[src/rtl/gcd_req_sequencer.sv]
// gcd_req_sequencer: issue/collect stage in front of the GCD unit.
//
// Operand-pair requests are queued in a small FIFO. One pair at a time is
// presented to the GCD unit with a single-cycle input_available pulse. The
// stage then waits for result_rdy, acknowledges it with a result_taken pulse
// and returns the result on a valid/ready response port. If the result does not
// arrive, a watchdog aborts the job and returns an error response instead.
//
// Ports
//   clk, reset              clock (rising edge), asynchronous active-high reset
//   req_val_i / req_rdy_o   request handshake; req_a_i / req_b_i operands
//   resp_val_o / resp_rdy_i response handshake; resp_data_o result (0 on abort),
//                           resp_err_o set for a watchdog abort
//   gcd_operand_a_o/b_o     operands to the GCD unit, held for the whole job
//   gcd_input_available_o   one-cycle start pulse to the GCD unit
//   gcd_result_data_i       result from the GCD unit
//   gcd_result_rdy_i        result valid from the GCD unit (sampled only in WAIT)
//   gcd_result_taken_o      one-cycle acknowledge to the GCD unit
//   fifo_count_o            number of queued requests

module gcd_req_sequencer #(
  parameter int unsigned W       = 16,
  parameter int unsigned DEPTH   = 4,
  parameter int unsigned TIMEOUT = 1023
) (
  input  logic                     clk,
  input  logic                     reset,
  input  logic                     req_val_i,
  output logic                     req_rdy_o,
  input  logic [W-1:0]             req_a_i,
  input  logic [W-1:0]             req_b_i,
  output logic                     resp_val_o,
  input  logic                     resp_rdy_i,
  output logic [W-1:0]             resp_data_o,
  output logic                     resp_err_o,
  output logic [W-1:0]             gcd_operand_a_o,
  output logic [W-1:0]             gcd_operand_b_o,
  output logic                     gcd_input_available_o,
  input  logic [W-1:0]             gcd_result_data_i,
  input  logic                     gcd_result_rdy_i,
  output logic                     gcd_result_taken_o,
  output logic [$clog2(DEPTH):0]   fifo_count_o
);

  localparam int unsigned AW = $clog2(DEPTH);
  localparam int unsigned CW = AW + 1;
  localparam logic [CW-1:0] FullCount  = CW'(DEPTH);
  localparam logic [9:0]    TimeoutVal = 10'(TIMEOUT);

  typedef enum logic [1:0] {StIdle, StIssue, StWait, StResp} state_e;

  // ---------------------------------------------------------------------------
  // Request FIFO
  // ---------------------------------------------------------------------------
  logic [W-1:0]  mem_a_q [DEPTH];
  logic [W-1:0]  mem_b_q [DEPTH];
  logic [AW-1:0] wr_ptr_q, wr_ptr_d;
  logic [AW-1:0] rd_ptr_q, rd_ptr_d;
  logic [CW-1:0] count_q, count_d;
  logic          fifo_empty;
  logic          push;
  logic          pop;

  state_e        state_q, state_d;

  assign fifo_empty = (count_q == '0);
  // The only pop point is the IDLE->ISSUE transition.
  assign pop        = (state_q == StIdle) && !fifo_empty;
  // A full FIFO still accepts a request in the cycle it is being popped.
  assign req_rdy_o  = (count_q != FullCount) || pop;
  assign push       = req_val_i && req_rdy_o;

  always_comb begin
    wr_ptr_d = wr_ptr_q;
    rd_ptr_d = rd_ptr_q;
    count_d  = count_q;
    if (push) wr_ptr_d = wr_ptr_q + AW'(1);
    if (pop)  rd_ptr_d = rd_ptr_q + AW'(1);
    case ({push, pop})
      2'b10:   count_d = count_q + CW'(1);
      2'b01:   count_d = count_q - CW'(1);
      default: count_d = count_q;
    endcase
  end

  always_ff @(posedge clk or posedge reset) begin
    if (reset) begin
      wr_ptr_q <= '0;
      rd_ptr_q <= '0;
      count_q  <= '0;
    end else begin
      wr_ptr_q <= wr_ptr_d;
      rd_ptr_q <= rd_ptr_d;
      count_q  <= count_d;
    end
  end

  // Storage needs no reset: an entry is only read after it has been written.
  always_ff @(posedge clk) begin
    if (push) begin
      mem_a_q[wr_ptr_q] <= req_a_i;
      mem_b_q[wr_ptr_q] <= req_b_i;
    end
  end

  // ---------------------------------------------------------------------------
  // Job FSM with registered outputs
  // ---------------------------------------------------------------------------
  logic [W-1:0] op_a_q, op_a_d;
  logic [W-1:0] op_b_q, op_b_d;
  logic [W-1:0] resp_data_q, resp_data_d;
  logic         resp_val_q, resp_val_d;
  logic         resp_err_q, resp_err_d;
  logic         avail_q, avail_d;
  logic         taken_q, taken_d;
  logic [9:0]   wdog_q, wdog_d;

  always_comb begin
    state_d     = state_q;
    op_a_d      = op_a_q;
    op_b_d      = op_b_q;
    resp_data_d = resp_data_q;
    resp_val_d  = resp_val_q;
    resp_err_d  = resp_err_q;
    avail_d     = 1'b0;
    taken_d     = 1'b0;
    wdog_d      = wdog_q;

    unique case (state_q)
      StIdle: begin
        if (pop) begin
          op_a_d  = mem_a_q[rd_ptr_q];
          op_b_d  = mem_b_q[rd_ptr_q];
          avail_d = 1'b1;
          state_d = StIssue;
        end
      end
      StIssue: begin
        wdog_d  = '0;
        state_d = StWait;
      end
      StWait: begin
        // A result arriving in the timeout cycle still wins.
        if (gcd_result_rdy_i) begin
          resp_data_d = gcd_result_data_i;
          resp_err_d  = 1'b0;
          resp_val_d  = 1'b1;
          taken_d     = 1'b1;
          state_d     = StResp;
        end else if (wdog_q == TimeoutVal) begin
          resp_data_d = '0;
          resp_err_d  = 1'b1;
          resp_val_d  = 1'b1;
          state_d     = StResp;
        end else begin
          wdog_d = wdog_q + 10'd1;
        end
      end
      StResp: begin
        if (resp_rdy_i) begin
          resp_val_d = 1'b0;
          wdog_d     = '0;
          state_d    = StIdle;
        end
      end
      default: state_d = StIdle;
    endcase
  end

  always_ff @(posedge clk or posedge reset) begin
    if (reset) begin
      state_q     <= StIdle;
      op_a_q      <= '0;
      op_b_q      <= '0;
      resp_data_q <= '0;
      resp_val_q  <= 1'b0;
      resp_err_q  <= 1'b0;
      avail_q     <= 1'b0;
      taken_q     <= 1'b0;
      wdog_q      <= '0;
    end else begin
      state_q     <= state_d;
      op_a_q      <= op_a_d;
      op_b_q      <= op_b_d;
      resp_data_q <= resp_data_d;
      resp_val_q  <= resp_val_d;
      resp_err_q  <= resp_err_d;
      avail_q     <= avail_d;
      taken_q     <= taken_d;
      wdog_q      <= wdog_d;
    end
  end

  assign gcd_operand_a_o       = op_a_q;
  assign gcd_operand_b_o       = op_b_q;
  assign gcd_input_available_o = avail_q;
  assign gcd_result_taken_o    = taken_q;
  assign resp_val_o            = resp_val_q;
  assign resp_data_o           = resp_data_q;
  assign resp_err_o            = resp_err_q;
  assign fifo_count_o          = count_q;

  // ---------------------------------------------------------------------------
  // Internal consistency checks
  // ---------------------------------------------------------------------------
  a_count_bound: assert property (@(posedge clk) disable iff (reset) count_q <= FullCount);
  a_avail_in_issue: assert property (@(posedge clk) disable iff (reset)
                                     avail_q |-> (state_q == StIssue));
  a_taken_in_resp: assert property (@(posedge clk) disable iff (reset)
                                    taken_q |-> (state_q == StResp));

endmodule

[config.mk]
export PLATFORM = sky130hd
export DESIGN_NAME = gcd_req_sequencer
export DESIGN_NICKNAME = d
export VERILOG_FILES = /design/src/rtl/gcd_req_sequencer.sv
export SDC_FILE = /design/constraint.sdc
export NUM_CORES = 1
export LEC_CHECK = 0
export BUFFER_PORTS_ARGS = -buffer_cell sky130_fd_sc_hd__buf_4
export CAP_MARGIN = 5
export CORE_MARGIN = 10
export CORE_UTILIZATION = 25
export CTS_CLUSTER_SIZE = 30
export DETAILED_ROUTE_END_ITERATION = 16
export SLEW_MARGIN = 20
export SYNTH_ARGS = -nofsm -noshare
export SYNTH_HDL_FRONTEND = slang
export SYNTH_SLANG_ARGS = --single-unit
[constraint.sdc]
create_clock -name clk -period 3.66 [get_ports clk]
set_input_delay 0.549 -clock clk [delete_from_list [all_inputs] [get_ports clk]]
set_output_delay 0.549 -clock clk [all_outputs]
set_load 0.005 [all_outputs]
; ---- Word level (Yosys, flattened, before mapping)
; Memories as Yosys holds them, arrays and structs flattened. A register that Yosys moved wholly into a read port is not among the register bits.
; Index checks and enable logic that the tools add are counted.
[word_totals]
ff_bits = 39
inputBits = 53
out_inout_bits = 56
mem_bits_rw = 128
memories = 2
wordCells = 67
[op_classes]
add_sub_neg = 5
n_eq_ne = 12
n_mux = 23
n_reduce_logical = 15
[mem_list]
columns = name, depth, word_bits, read_ports, rd_clocked_by_memory_dff, write_ports, line
row1 = mem_a_q, 4, 16, 1, 1, 1, 55  ; logic [W-1:0] mem_a_q [DEPTH];
row2 = mem_b_q, 4, 16, 1, 1, 1, 56  ; logic [W-1:0] mem_b_q [DEPTH];
[op_table]
columns = operator, count
row1 = $mux W16, 2
row2 = $mux W10, 3
row3 = $pmux W10 S3, 1
row4 = $add A10 B1 Y10 const B, 1
row5 = $eq A10 B10 Y1 const B, 1
row6 = $mux W1, 10
row7 = $mux W2, 4
row8 = $ne A2 B2 Y1 const B, 4
row9 = $pmux W2 S4, 1
row10 = $eq A2 B2 Y1 const B, 3
row11 = $ne A3 B3 Y1 const B, 2
row12 = $pmux W3 S2, 1
row13 = $reduce_and A3 Y1, 2
row14 = $reduce_bool A2 Y1, 3
row15 = $add A2 B1 Y2 const B, 2
row16 = $eq A2 B1 Y1 const B, 2
row17 = $reduce_and A2 Y1, 2
row18 = $reduce_and A4 Y1, 1
row19 = $add A3 B1 Y3 const B, 1
row20 = $logic_not A3 Y1, 1
row21 = $reduce_bool A3 Y1, 1
row22 = $sub A3 B1 Y3 const B, 1
row23 = $logic_and A1 B1 Y1, 2
row24 = $logic_not A2 Y1, 1
row25 = 3 further kinds, 3

; ---- Logic depth before layout (Yosys ltp)
[logic_depth]
depth_word = 7
ltp_mapped = 8
depth_no_buf = 8

; ---- Worst setup path before layout
; Ideal clock, no wire load.
[synth_timing]
kind = register to register
from = reg state_q[0]
to = mem mem_a_q[0][0] (enable)
setup_time_ps = 404
slack_ps = 1436
n_path_buf = 1
synth_period_minus_slack_ps = 2224
required_time_ps = 3256
arrival_time_ps = 1820
path_stages_with_launch = 6
cell_sequence = dfrtp_1 -> inv_1 -> ha_1 -> or4b_1 -> buf_2 -> and3_1
[synth_between]
elab_chain_len = 6
[synth_rtl]
columns = element, line
row1 = "start, declared", 64  ; state_e state_q, state_d;
row2 = "start signal, assigned", 172  ; state_q <= StIdle;
row3 = "start signal, assigned", 182  ; state_q <= state_d;
row4 = $logic_not A2 Y1, 68  ; assign pop = (state_q == StIdle) && !fifo_empty;
row5 = $logic_and A1 B1 Y1, 68
row6 = $logic_or A1 B1 Y1, 70  ; assign req_rdy_o = (count_q != FullCount) || pop;
row7 = net req_rdy_o, 29  ; output logic req_rdy_o,
row8 = $logic_and A1 B1 Y1, 71  ; assign push = req_val_i && req_rdy_o;
row9 = $mux W1, 100  ; if (push) begin
row10 = $mux W1 (implied by the code), 101  ; mem_a_q[wr_ptr_q] <= req_a_i;
row11 = "end, declared", 55
; The timed path passes the listed nets, and every way through them passes these cells.

; ---- Worst setup path after layout
[layout_timing]
from = reg state_q[0]
to = reg wdog_q[0]
[layout_between]
elab_chain_len = 3
elab_cells_between_ends = 9
classes_between = eq/ne (6) / mux (1) / reduce/logical (2)
[layout_rtl]
columns = element, line
row1 = $eq A2 B2 Y1 / $eq A2 B1 Y1 (equally long branches), 129  ; unique case (state_q)
row2 = $ne A2 B2 Y1 (no line) / $reduce_bool A3 Y1 (equally long branches), --
row3 = $reduce_and A4 Y1 (no line), --
row4 = "end signal, assigned", 190  ; wdog_q <= wdog_d;
row5 = "end, declared", 116  ; logic [9:0] wdog_q, wdog_d;
; Parallel ways exist; a longest one is shown, timed or not.
; A chain may end at the register's enable or synchronous reset.

==> results.json <==
{
  "status": "complete, no violations",
  "floorplan.io_pins": 109,
  "first_iter_violations": 317,
  "tightest_slew_ns": 0.8755,
  "setup_viol_count_final": 0,
  "netSwitchingPower_w": 0.002449,
  "largest_net_degree_at_the_start_of_global_routing": 43,
  "final.setup.worst_slack_ns": 0.9155,
  "async_set_or_reset_flop_fraction_in_the_synthesized_netlist": 0.3568,
  "synth_xor_xnor_area_share": 0.005645,
  "fp.dieH_um": 196.2,
  "placedCellCount": 959,
  "finalSetupTns_ns": 0,
  "combinational_share_of_power": 0.311,
  "synth_most_common_cell": "sky130_fd_sc_hd__edfxtp_1",
  "synthDominantAreaCellType": "sky130_fd_sc_hd__edfxtp_1",
  "fin_nets": 646,
  "grt_overflow_total": 0,
  "synth.area.top_cells": "sky130_fd_sc_hd__edfxtp_1, sky130_fd_sc_hd__dfrtp_1, sky130_fd_sc_hd__mux4_2, sky130_fd_sc_hd__nand2_1, sky130_fd_sc_hd__a22o_1",
  "netlist_instances": 471,
  "maxSlewViolCount": 0,
  "cellLeakagePower_nw": 3.825,
  "synth_compound_gate_area_share": 0.04887,
  "vdd_drop_max_mv": 0.3171,
  "dieArea_mm2": 0.03847,
  "finalWirelength_um": 17280,
  "post_synth_simple_gate_area": 0.07984,
  "timing.reg2reg.setup_slack_ns": 0.92,
  "cp-end-kind": "register",
  "grt_pass1_wl_um": 26770,
  "fp.coreArea_mm2": 0.03059,
  "htree_levels": 4,
  "timing.final.crit_period_ns": 2.745,
  "synth-seq-area-share": 0.7245,
  "clock_pin_slew_reported_for_the_worst_setup_and_hold_paths_after_clock_tree_synthesis_ns": 0.07,
  "die-width_um": 196.2,
  "pre_cts_slack_ns": 0.9562,
  "grt_pass1_vias": 4486,
  "gp_congestion": 0.7808,
  "clock_power_share": 0.242,
  "cp_max_fo": 20,
  "final_antenna_net_count": 0,
  "final_core_utilization": 0.3136,
  "largest_family_of_logic_cells_by_synthesized_area": "multiplexers",
  "max_freq_mhz": 364.4,
  "final.setup_skew_ns": 0.01313,
  "switching_share": 0.3188,
  "regToRegStartpoint": "state_q[0]",
  "first_pass_iters": 4,
  "rr_worst_depth": 7,
  "synth.cell_area_mm2": 0.007757,
  "power_density_mw_per_mm2": 800.9,
  "drc_errors_left": 0,
  "syn2layout_area_growth_pct": 23.66,
  "portion_of_synthesized_cell_area_occupied_by_the_leading_cell_type": 0.4955,
  "dr_total_vias": 4221,
  "critPathLaunchType": "register",
  "final_hold_viol_count": 0,
  "synthFlopType": "sky130_fd_sc_hd__edfxtp_1",
  "min_path_type": "in2async",
  "cap_viol_max_count": 0,
  "synth.avg_cell_area_um2": 16.47,
  "yosys_warning_count": 0,
  "p_int_w": 0.005234,
  "wire_per_inst_um": 17.44,
  "fraction_of_synthesized_area_in_multiplexers": 0.1016,
  "drive_above_1_share": 0.3328,
  "timing.rr.end": "wdog_q[0]",
  "syn_nets": 535,
  "numClockSinks": 199,
  "critical_path_required_ns": 3.96,
  "std_cell_rows": 64,
  "clk_latency_ns": 0.42,
  "yosys_register_bits": 199,
  "final_cell_count_no_fill": 991,
  "num_antenna_cells": 0,
  "critical_path_class": "reg2reg",
  "synth-edff-count": 128,
  "hpwlAfterDp_um": 11570,
  "portBuffers": 108,
  "cts_inserted_buffers": 17,
  "share_of_the_cycle_needed_by_the_critical_path_after_routing": 0.7499,
  "cts_root_buf": "sky130_fd_sc_hd__clkbuf_16",
  "post_synth_fa_ha_maj_area_fraction": 0.01871,
  "globalRouteTotalUtil": 0.09006,
  "ys_top_cells_by_count": "sky130_fd_sc_hd__edfxtp_1, sky130_fd_sc_hd__nand2_1, sky130_fd_sc_hd__dfrtp_1, sky130_fd_sc_hd__mux4_2, sky130_fd_sc_hd__a22o_1",
  "cts_repair_resize_count": 0,
  "initial_util": 0.2536,
  "post-cts-setup-buffer-count": 0,
  "worstPathArrival_ns": 3.05,
  "timing.max_slew.rel_slack": 0.4164,
  "unrepaired_setup_endpoints_after_global_routing": "no",
  "tritoncts": "built",
  "number_of_antenna_violations_at_the_first_check_in_global_routing": 0,
  "ys_types": 56,
  "cts_buffer_depth": 2,
  "detail_route.vias_per_cell": 4.259,
  "power_frac_seq": 0.448,
  "hold_buffers": 0
}
-- power groups by stage --
stage,Combinational [W],Sequential [W],Clock [W]
detailed placement,0.00246,0.00350,0
floorplan,0.00156,0.00335,0
global placement,0.00244,0.00348,0
finish,0.00239,0.00344,0.00186
global route,0.00269,0.00352,0.00200
CTS,0.00248,0.00346,0.00192
-- sequential cells by signal, summed over array words and instances (netlist names) --
signal,count
wdog_q,10
gcd_operand_a_o,16
resp_err_o,1
gcd_result_taken_o,1
resp_data_o,16
state_q,2
gcd_operand_b_o,16
rd_ptr_q,2
wr_ptr_q,2
gcd_input_available_o,1
mem_b_q,64
fifo_count_o,3
mem_a_q,64
resp_val_o,1
-- layout by cell type, fill, tap and decap left out, drive strengths merged, types with 2 or more instances in the layout --
cell type  synthesis  layout
mux2i              3       3
a21oi              8       8
nor3               4       4
inv               12      17
dfrtp             71      71
edfxtp           128     128
mux2               3       3
buf               13     114
nand4              3       3
nor2               4       4
a22o              16      16
and4               2       2
o31ai              2       2
and3               5       5
clkbuf             9      20
clkinv             0       6
nand2            106     106
nand3              4       4
and2               4       4
ha                10      10
a31o               2       2
a31oi              2       2
xnor2              5       5
o21ai              7       7
mux4              32      32
nand2b             2       2
-- cells by family after synthesis --
| kind of cell | Yosys count |
|---|---|
| AOI/OAI and AO/OA | 46 |
| DFF | 199 |
| adders and majority gates | 11 |
| and+or+nand+nor | 138 |
| muxes | 38 |
| xor gates and xnor gates | 5 |
| buffers and inverters | 34 |
-- per-layer routing --
layer  routed length, µm  global-route usage  vias up
met5                   0                   0        -
met4                  35             0.01782        0
met3                 945             0.03001        2
met2                8417              0.1467       98
met1                7882              0.1142     2144
li1                    -                   -     1977
-- area by class of cell --
class,count,area [µm²]
inverters,12,46.29
clock inverters,12,135.1
fillers,3033,21000
multi-input cells,238,1981
flip-flops and latches,199,5623
repair buffers,114,855.8
clock buffers,20,456.7
well taps,396,495.5
-- worst max path at each step --
stage,cells past startpoint,from,end
floorplan,1,reset,fifo_count_o[0]
global placement,7,state_q[0],wdog_q[0]
detailed placement,7,state_q[0],wdog_q[0]
CTS,7,state_q[0],wdog_q[0]
global route,7,state_q[0],wdog_q[0]
finish,7,state_q[0],wdog_q[0]
-- per-stage QoR --
stage          power, W  hold slack (ns)  instance area (µm²)
6_report       0.007683           0.2499                 9593
5_1_grt        0.008214           0.2832                 9593
4_1_cts        0.007850           0.2554                 9593
3_5_place_dp   0.005965           0.4635                 9001
3_3_place_gp   0.005917           0.4628                 9001
2_1_floorplan  0.004914           0.4696                 7757
-- critical path, cell delays in order (launching register included) --
cell and delay, ns:
sky130_fd_sc_hd__dfrtp_1 0.41, sky130_fd_sc_hd__inv_1 0.10, sky130_fd_sc_hd__ha_1 0.20, sky130_fd_sc_hd__buf_4 0.19, sky130_fd_sc_hd__and2_1 0.38, sky130_fd_sc_hd__nor3_2 0.73, sky130_fd_sc_hd__and2_4 0.31, sky130_fd_sc_hd__mux2_4 0.30
No activity file was read; power rests on OpenSTA's default activity.
